==> src/rtl/region_scan_ctrl.sv <==
// Time-multiplexes one shared tracker across four vertical screen bands and commits
// a stable single-region selection. Optional macro REGION_PRIORITY_EN: lowest set bit wins.
module region_scan_ctrl #(
  parameter int unsigned WIDTH         = 640,
  parameter int unsigned HEIGHT        = 480,
  parameter int unsigned STABLE_ROUNDS = 3
) (
  input  logic       clk,
  input  logic       reset,
  input  logic [9:0] x,
  input  logic [9:0] y,
  input  logic       regiao_detectada,
  output logic [1:0] region,
  output logic [9:0] reg_min,
  output logic [9:0] reg_max,
  output logic [3:0] detect_mask,
  output logic [1:0] sel_region,
  output logic       sel_valid,
  output logic       sel_pulse
);

  localparam int unsigned QUARTER = WIDTH / 4;
  localparam logic [9:0]  X_LAST  = 10'(WIDTH - 1);
  localparam logic [9:0]  Y_LAST  = 10'(HEIGHT - 1);
  localparam logic [3:0]  STABLE  = 4'(STABLE_ROUNDS);

  typedef enum logic [1:0] {IDLE, SCAN, LATCH, EVAL} state_t;

  state_t     state, state_n;
  logic [1:0] region_n;
  logic [9:0] reg_min_n, reg_max_n;
  logic [3:0] scratch, scratch_n;
  logic [3:0] detect_mask_n;
  logic [3:0] stab_cnt, stab_cnt_n;
  logic [1:0] prev_cand, prev_cand_n;
  logic [1:0] sel_region_n;
  logic       sel_valid_n, sel_pulse_n;

  logic       frame_start, frame_end;
  logic       cand_valid;
  logic [1:0] cand_idx;
  logic [3:0] cnt_next;

  assign frame_start = (x == 10'd0) && (y == 10'd0);
  assign frame_end   = (x == X_LAST) && (y == Y_LAST);

  // Candidate extraction from the round's scratch bits
  always_comb begin
    cand_idx = 2'd0;
    if (scratch[0])      cand_idx = 2'd0;
    else if (scratch[1]) cand_idx = 2'd1;
    else if (scratch[2]) cand_idx = 2'd2;
    else if (scratch[3]) cand_idx = 2'd3;
`ifdef REGION_PRIORITY_EN
    cand_valid = |scratch;
`else
    cand_valid = (scratch != 4'd0) && ((scratch & (scratch - 4'd1)) == 4'd0);
`endif
    cnt_next = (cand_idx == prev_cand) ?
               ((stab_cnt == 4'd15) ? 4'd15 : stab_cnt + 4'd1) : 4'd1;
  end

  always_ff @(posedge clk) begin
    if (reset) begin
      state       <= IDLE;
      region      <= 2'd0;
      reg_min     <= 10'd0;
      reg_max     <= 10'(QUARTER);
      scratch     <= 4'd0;
      detect_mask <= 4'd0;
      stab_cnt    <= 4'd0;
      prev_cand   <= 2'd0;
      sel_region  <= 2'd0;
      sel_valid   <= 1'b0;
      sel_pulse   <= 1'b0;
    end else begin
      state       <= state_n;
      region      <= region_n;
      reg_min     <= reg_min_n;
      reg_max     <= reg_max_n;
      scratch     <= scratch_n;
      detect_mask <= detect_mask_n;
      stab_cnt    <= stab_cnt_n;
      prev_cand   <= prev_cand_n;
      sel_region  <= sel_region_n;
      sel_valid   <= sel_valid_n;
      sel_pulse   <= sel_pulse_n;
    end
  end

  always_comb begin
    state_n       = state;
    region_n      = region;
    scratch_n     = scratch;
    detect_mask_n = detect_mask;
    stab_cnt_n    = stab_cnt;
    prev_cand_n   = prev_cand;
    sel_region_n  = sel_region;
    sel_valid_n   = sel_valid;
    sel_pulse_n   = 1'b0;

    case (state)
      IDLE: begin
        if (frame_start) state_n = SCAN;
      end
      SCAN: begin
        // A fresh frame start restarts the scan of the same band
        if (frame_start)    state_n = SCAN;
        else if (frame_end) state_n = LATCH;
      end
      LATCH: begin
        scratch_n[region] = regiao_detectada;
        if (region == 2'd3) begin
          state_n = EVAL;
        end else begin
          region_n = region + 2'd1;
          state_n  = IDLE;
        end
      end
      EVAL: begin
        detect_mask_n = scratch;
        scratch_n     = 4'd0;
        region_n      = 2'd0;
        state_n       = IDLE;
        if (cand_valid) begin
          stab_cnt_n  = cnt_next;
          prev_cand_n = cand_idx;
          // Selection holds only while the candidate has been stable long enough
          if (cnt_next >= STABLE) begin
            sel_valid_n  = 1'b1;
            sel_region_n = cand_idx;
            sel_pulse_n  = !sel_valid || (sel_region != cand_idx);
          end else begin
            sel_valid_n = 1'b0;
          end
        end else begin
          stab_cnt_n  = 4'd0;
          sel_valid_n = 1'b0;
        end
      end
      default: state_n = IDLE;
    endcase

    reg_min_n = 10'(QUARTER * 32'(region_n));
    reg_max_n = 10'(QUARTER * (32'(region_n) + 32'd1));
  end

endmodule
==> config.mk <==
export PLATFORM = sky130hd
export DESIGN_NAME = region_scan_ctrl
export DESIGN_NICKNAME = d
export VERILOG_FILES = /design/src/rtl/region_scan_ctrl.sv
export SDC_FILE = /design/constraint.sdc
export NUM_CORES = 1
export LEC_CHECK = 0
export CAP_MARGIN = 10
export CORE_UTILIZATION = 42
export DETAILED_ROUTE_END_ITERATION = 7
export DONT_BUFFER_PORTS = 1
export PLACE_DENSITY = 0.63
export SLEW_MARGIN = 10
export SYNTH_ARGS = -nofsm -noshare
export SYNTH_HDL_FRONTEND = slang
export SYNTH_SLANG_ARGS = --single-unit
==> constraint.sdc <==
create_clock -name clk -period 3.5 [get_ports clk]
set_clock_uncertainty 0.1 [all_clocks]
set_input_delay 0.525 -clock clk [delete_from_list [all_inputs] [get_ports clk]]
set_output_delay 0.525 -clock clk [all_outputs]
set_load 0.005 [all_outputs]
Word-level counts from Yosys, hierarchy flattened

Index checks and enable logic that the tools add are counted.

Multipliers: 2
Bitwise logic cells: 4
Reductions and logical operators: 16
$lt $le $gt $ge: 3
Equality and inequality tests: 11
Add/subtract/negate cells: 4
Muxes and demuxes: 20

Operators with widths:

| cell                                                                          | number |
|---|---|
| 10-bit logical NOT                                                            | 2 |
| 2-bit 2-to-1 mux                                                              | 9 |
| 4-bit 2-to-1 mux                                                              | 3 |
| 10-bit == test (second input constant)                                        | 1 |
| 10-bit by 9-bit == test with 1-bit output (second input constant)             | 1 |
| 2-bit one-hot mux with 4 select lines                                         | 1 |
| 4-bit one-hot mux with 2 select lines                                         | 1 |
| 2-bit == test (second input constant)                                         | 3 |
| 3-bit by 2-bit multiplier with 5-bit output (first input constant)            | 1 |
| 3-bit by 3-bit multiplier with 5-bit output (first input constant)            | 1 |
| 4-bit by 1-bit adder with 4-bit output (second input constant)                | 1 |
| 4-bit AND                                                                     | 1 |
| 4-bit bitwise mux                                                             | 1 |
| 4-bit == test (second input constant)                                         | 1 |
| 4-bit by 2-bit >= comparator with 1-bit output (second input constant)        | 1 |
| 1-bit logical AND                                                             | 4 |
| 4-bit logical NOT                                                             | 1 |
| 2-bit one-hot mux with 2 select lines                                         | 1 |
| 2-bit AND reduction                                                           | 2 |
| 4-bit nonzero test                                                            | 1 |
| 4-bit OR reduction                                                            | 1 |
| 4-bit by 1-bit subtractor with 4-bit output (second input constant)           | 1 |
| 2-bit by 1-bit adder with 3-bit output (second input constant)                | 1 |
| 2-bit by 3-bit less-than comparator with 1-bit output (second input constant) | 1 |
| 15 further kinds                                                              | 19 |

Word-level logic and storage cells: 73
Bits of input ports: 23
Output and inout port bits: 30
Register bits: 42

Longest topological paths before layout

Gate-level depths: netlist (run 1).

Word-level depth: 9
Mapped depth: 8
Depth with buffers taken out: 6

Least setup slack after synthesis (run 1)

Ideal clock, no wire load.

Path type: in2reg
Start point: input x[7]
End point: register state[0]
Arrival time: 1786 ps
Path slack: 1540 ps
Path buffers: 0
Cell stages on the path: 5
Setup time: 74 ps
Cells stage by stage: or4_4 nor4_2 nand3_1 or4_1 a31oi_1

Word-level cells in the longest chain between the ends: 4
Elaborated cells on any way between the ends: 9
Those cells by class: eq/ne: 3; mux: 2; reduce/logical: 4

Ends and longest elaborated chain:

| item                                                                                          | line   | source |
|---|---|---|
| start: declaration                                                                            | 10     | `input logic [9:0] x,` |
| 10-bit == test or 10-bit logical NOT (tied branches)                                          | 45, 44 |  |
| 1-bit logical AND (on tied branches)                                                          | 45, 44 |  |
| 3-bit != test (no source line), or another cell as far along                                  | -      |  |
| 2-bit AND reduction (no source line) or 2-bit one-hot mux with 4 select lines (tied branches) | -      |  |
| end signal: assignment                                                                        | 77     | `state <= state_n;` |
| end: declaration                                                                              | 29     | `state_t state, state_n;` |

Parallel ways exist; a longest one is shown, timed or not.
A chain may end at the register's enable or synchronous reset.

Worst setup path in the final report (run 1)

Start point: register scratch[2]
End point: register sel_pulse

Word-level cells in the longest chain between the ends: 8
Elaborated cells on any way between the ends: 16
Those cells by class: add/sub: 1; order compare: 1; eq/ne: 2; mux: 4; bitwise: 3; reduce/logical: 5

Ends and longest elaborated chain:

| item                                           | line | source |
|---|---|---|
| start: declaration                             | 32   | `logic [3:0] scratch, scratch_n;` |
| start signal: assignment                       | 81   | `scratch <= scratch_n;` |
| 2-bit 2-to-1 mux                               | 52   | `else if (scratch[2]) cand_idx = 2'd2;` |
| 2-bit 2-to-1 mux                               | 51   | `else if (scratch[1]) cand_idx = 2'd1;` |
| 2-bit 2-to-1 mux                               | 50   | `if (scratch[0]) cand_idx = 2'd0;` |
| 2-bit == test                                  | 59   | `cnt_next = (cand_idx == prev_cand) ?` |
| 4-bit 2-to-1 mux                               | 59   |  |
| 4-bit by 2-bit >= comparator with 1-bit output | 129  | `if (cnt_next >= STABLE) begin` |
| 1-bit inverter (no source line)                | -    |  |
| 4-bit OR reduction (no source line)            | -    |  |
| end signal: assignment                         | 87   | `sel_pulse <= sel_pulse_n;` |
| end: declaration                               | 19   | `output logic sel_pulse` |

Parallel ways exist; a longest one is shown, timed or not.

==> results.cfg, run 1 <==
[outcome]
status = completed

[placement]
gp_congestion = 0.780
pre_cts_slack_ns = 1.49
place.port_buffers = 0
dpl.hpwl_mm = 2.08

[pwr]
seq_power_share = 0.683
p_sw_w = 0.0000946
p_comb_frac = 0.019
p_per_area_nw_per_um2 = 310
pwr-share-clk = 0.298
switching_share = 0.218
power.internal_w = 0.000339
power.leakage_nw = 0.482
max-vdd-ir-drop_mv = 0.246

[synth]
synthDistinctLibCells = 39
synth_edf_count = 0
ys_ff_latch = 26
synthDominantCellAreaShare = 0.358
avgSynthCellArea_um2 = 7.86
synth_area_um2 = 1450
synth_cells = 185
ys_top_cells_by_area = dfxtp_1 36%, buf_4 8.8%, nand2_1 5.7%
synth-seq-area-share = 0.358
yosys_warnings = 0
synth_top_area_cell = dfxtp_1
ys.flop_type = dfxtp_1
async_reset_ff_frac = 0

[timing]
post-route-period-util = 0.574
rsz0062_at_grt = no
setup_violations = 0
maxSlewViolCount = 0
hold_violations = 0
finalCriticalPeriod_ns = 2.01
fmax_mhz = 498
fin_setup_tns_ns = 0
fin_ws_ns = 1.49

[grt]
grt_max_degree = 19
grt_pass1_vias = 1090
antenna_found_initial = 0
grt_use_total = 0.165
grt.overflow.total = 0
grt_pass1_wl_mm = 4.54

[die]
coreArea_um2 = 3180
rows = 20
ioPinCount = 53
die_area_um2 = 3700
start_util = 0.457
fp.dieW_um = 60.8
die_h_um = 60.8

[routing]
drc_errors = 0
wirelength_mm = 2.82
avgViaCountPerCell = 5.60
drt_iter0_markers = 68
drtAntennaViolNets = 0
dr.pass1.iters = 4
vias = 1203
avgRoutedWirePerCell_um = 13.1

[setup_path]
slowest_stage = dfxtp_1
r2r_cells = 5
crit_arrival_ns = 2.15
path_cells = nor4bb_1 -> nor3_1 -> o22ai_2 -> nand3_1 -> a311oi_1
worstSetupEndpointType = flop
worst-r2r-setup-slack_ns = 1.49
timing.critical_path.to = sel_pulse
required_ns = 3.64
worst_setup_path_start_kind = flop
critPathKind = reg -> reg
path_max_fanout = 10
reg2reg_from = scratch[2]
crit_path_max_incr_delay_ns = 0.54
reg2reg_to = sel_pulse
startpoint = scratch[2]

[clock_network]
cts_resized = 0
cts_tree = built
cts_buffers = 3
clk_latency_ns = 0.32
cts_buffer_depth = 2
holdBufCountCts = 0
clk_pin_slew_ns = 0.14
htreeDepth = 1
post_cts_buffers = 0
root_buffer = clkbuf_4
numClockSinks = 26

[layout]
area_growth_pct = -3.70
drive_gt1_frac = 0.0526
nFillCells = 339
diodes = 0
nets = 199

[run]
drv_cap = 0

[min_path]
hold_path.class = in -> reg
-- metal layers --
metal,vias up,GRT usage,wire [µm]
li1,591,-,-
met1,574,0.184,1220
met2,36,0.305,1430
met3,2,0.0554,148
met4,0,0.0357,21
met5,-,0,0
-- layout by cell type (no fill, tap or decap), drive strengths merged, types with 3 or more instances in the layout --
master | netlist | final
nand4 | 5 | 5
a21oi | 16 | 16
o21ai | 8 | 8
nand2 | 22 | 22
mux2i | 6 | 6
nand3 | 8 | 8
xnor2 | 3 | 3
nor3 | 4 | 4
ha | 3 | 3
a31oi | 6 | 6
and2 | 4 | 4
conb | 1 | 11
nor4 | 4 | 4
nor2b | 4 | 4
nor2 | 15 | 15
clkbuf | 7 | 3
inv | 7 | 7
dfxtp | 26 | 26
or4 | 3 | 3
-- kinds of logic (layout without fill, tap and decap cells) --
logic type               after synthesis  count (layout)  synth area share
AND/OR/NAND/NOR                       76              76             0.270
AO/OA/AOI/OAI                         36              36             0.150
buffers and inverters                 34              10             0.134
flip-flops                            26              26             0.358
multiplexers                           6               6            0.0413
adder cells (fa/ha/maj)                3               3            0.0258
XOR/XNOR                               3               3            0.0181
other                                  1              11           0.00258
-- synthesized netlist by cell type, drive strengths merged (5+ instances only) --
library cell,count
nor2,15
inv,7
a31oi,6
mux2i,6
nand4,5
nand3,8
clkbuf,7
a21oi,16
dfxtp,26
nand2,22
o21ai,8
buf,20
-- area by class of cell --
type	count	area [µm²]	share of cell area
clock buffers	3	22.5	0.0161
flip-flops and latches	26	520	0.372
well taps	44	55.1	0.0393
inverters	7	26.3	0.0188
multi-input cells	135	776	0.554
-- stage by stage --
step	power, W	utilization	hold slack [ns]	instances	area [µm²]
3_3_place_gp	0.000310	0.433	0.372	212	1380
2_1_floorplan	0.000321	-	0.353	195	1490
6_report	0.000433	0.441	0.148	215	1400
5_1_grt	0.000451	0.441	0.124	215	1400
3_5_place_dp	0.000311	0.433	0.372	212	1380
4_1_cts	0.000440	0.441	0.133	215	1400
-- flip-flops by register name (all words and copies together), names as in the netlist --
| name | count |
|---|---|
| region | 1 |
| scratch | 4 |
| sel_pulse | 1 |
| detect_mask | 4 |
| reg_min | 1 |
| sel_region | 2 |
| reg_max | 4 |
| prev_cand | 2 |
| sel_valid | 1 |
| stab_cnt | 4 |
| state | 2 |
-- how the worst min path moves through the flow --
stage	startpoint	end	slack [ns]	cells after the start
after detailed placement	detect_mask[2]	detect_mask[2]	0.37	2
after floorplan	detect_mask[0]	detect_mask[0]	0.35	2
after global placement	detect_mask[0]	detect_mask[0]	0.37	2
after global routing	reset	sel_valid	0.12	1
final	reset	sel_valid	0.15	1
after CTS	reset	state[0]	0.13	1
-- worst max-delay path: cells and delay by family (launching register included) --
kind            cells  cell delay [ns]
compound gates      2             0.56
flops               1             0.54
simple gates        3             0.72
-- power groups by stage --
stage | registers (W) | logic (W) | clock network, W
floorplan | 0.000302 | 0.0000187 | 0
global placement | 0.000302 | 0.00000800 | 0
detailed placement | 0.000302 | 0.00000820 | 0
CTS | 0.000296 | 0.00000819 | 0.000136
global route | 0.000296 | 0.0000104 | 0.000145
finish | 0.000296 | 0.00000832 | 0.000129
Note: power is estimated with default switching activity, not from simulation.
==> run 2: changes to the inputs <==
Clock period 3.5 ns to 1.9 ns, I/O delays scaled along.
==> run 2 against run 1 <==
Largest cell class unchanged. Combinational power increased to 2.9 times the previous value. Wire length increased by 4.6%. Die area unchanged. Highest routed layer unchanged. Clock-buffer cell count unchanged. First-iteration DRC count decreased by 53%. Worst hold slack got worse by 0.12 ns. Utilization increased by 2.6 points. Critical endpoint unchanged. Critical path depth unchanged. Fmax increased by 12%. Setup slack got worse by 1.4 ns. Design area increased by 6.0%.
==> results.cfg, run 2 (synthesized netlist as in run 1, its figures left out) <==
[outcome]
status = completed

[setup_path]
worst-r2r-setup-slack_ns = 0.10
required_ns = 2.04
worstSetupEndpointType = flop
reg2reg_to = sel_pulse
reg2reg_from = scratch[2]
startpoint = scratch[2]
path_max_fanout = 6
r2r_cells = 5
crit_arrival_ns = 1.94
worst_setup_path_start_kind = flop
critPathKind = reg -> reg

[pwr]
switching_share = 0.221
p_per_area_nw_per_um2 = 542
p_sw_w = 0.000178
seq_power_share = 0.677
pwr-share-clk = 0.292
p_comb_frac = 0.030
power.leakage_nw = 0.536
power.internal_w = 0.000627
max-vdd-ir-drop_mv = 0.305

[placement]
dpl.hpwl_mm = 2.19
gp_congestion = 0.790
place.port_buffers = 0
dp.cells = 218
placed_area_um2 = 1420

[layout]
post-route-util = 0.467
final_area_um2 = 1480
drive_gt1_frac = 0.111
nFillCells = 332
final_common_cell = dfxtp_1
nets = 208
fin_cells = 224
layout.cells.most_common_list = 24 x dfxtp_1, 22 x nand2_1, 15 x a21oi_1, 15 x nor2_1, 11 x conb_1
diodes = 0
area_growth_pct = 2.07

[timing]
post-route-period-util = 0.945
worst_slew_pin_slew_ns = 0.650
fin_setup_tns_ns = 0
hold_violations = 0
maxSlewViolCount = 0
slew_headroom = 0.566
fmax_mhz = 557
finalCriticalPeriod_ns = 1.80
setup_violations = 0

[grt]
grt.overflow.total = 0
grt_pass1_wl_mm = 4.89
grt_use_total = 0.179
antenna_found_initial = 0
grt_max_degree = 18
grt_pass1_vias = 1173

[clock_network]
numClockSinks = 26
cts_buffer_depth = 2
htreeDepth = 1
cts_tree = built
cts_buffers = 3
clk_latency_ns = 0.32
clk_pin_slew_ns = 0.14
root_buffer = clkbuf_4

[min_path]
hold_path_end = scratch[3]
hold_start = regiao_detectada
hold_path.class = in -> reg
whs_path_depth = 2

[run]
drv_cap = 0

[die]
die_h_um = 60.8
start_util = 0.457
rows = 20
fp.dieW_um = 60.8
die_area_um2 = 3700
coreArea_um2 = 3180
ioPinCount = 53

[routing]
drt_iter0_markers = 32
wirelength_mm = 2.95
drtAntennaViolNets = 0
avgRoutedWirePerCell_um = 13.2
vias = 1239
dr.pass1.iters = 4
avgViaCountPerCell = 5.53
drc_errors = 0
[run 2: how the worst max path moves through the flow]
stage                            to  slack, ns
after floorplan            state[0]       0.18
after detailed placement  sel_pulse       0.03
after CTS                 sel_pulse       0.06
after global placement    sel_pulse       0.11
final                     sel_pulse       0.10
after global routing      sel_pulse     -0.003
[run 2: timing repair]
item                       CTS  global route
setup endpoints to repair    1             4
resized for setup            1             4
pin swaps                    0             1
hold endpoints to repair    17             0
gates cloned                 0             0
hold buffers                 2             0
setup buffers                0             1
[run 2: power groups by stage]
stage               sequential, W  combinational (W)  clock (W)
global route             0.000546          0.0000298   0.000267
floorplan                0.000557          0.0000344          0
CTS                      0.000545          0.0000240   0.000251
detailed placement       0.000557          0.0000152          0
global placement         0.000557          0.0000148          0
finish                   0.000545          0.0000245   0.000235
[run 2: through the flow]
stage                     setup slack, ns  total power (W)  hold WS [ns]
final                               0.105         0.000805        0.0240
after global routing             -0.00312         0.000843       0.00872
after global placement              0.107         0.000572         0.256
after detailed placement           0.0279         0.000572         0.258
after CTS                          0.0639         0.000821        0.0150
after floorplan                     0.180         0.000592         0.337
[run 2: worst max-delay path: stages, from the launching register on]
cell and delay (ns):
dfxtp_1 0.43, nor4bb_1 0.38, nor3_1 0.11, o22ai_2 0.29, nand3_2 0.17, a311oi_1 0.24
[run 2: layout make-up]
cell class	instances	area (µm²)	area share
multi-input cells	135	782	0.527
flip-flops and latches	26	523	0.352
repair buffers	9	75.1	0.0506
well taps	44	55.1	0.0371
inverters	7	26.3	0.0177
clock buffers	3	22.5	0.0152
[run 2: layer usage]
metal / share of wire / GRT usage / wire (µm) / vias to the layer above
li1: - / - / - / 610
met1: 0.42 / 0.194 / 1240 / 583
met2: 0.52 / 0.327 / 1520 / 42
met3: 0.049 / 0.0533 / 146 / 4
met4: 0.015 / 0.0714 / 44 / 0
met5: 0 / 0 / 0 / -
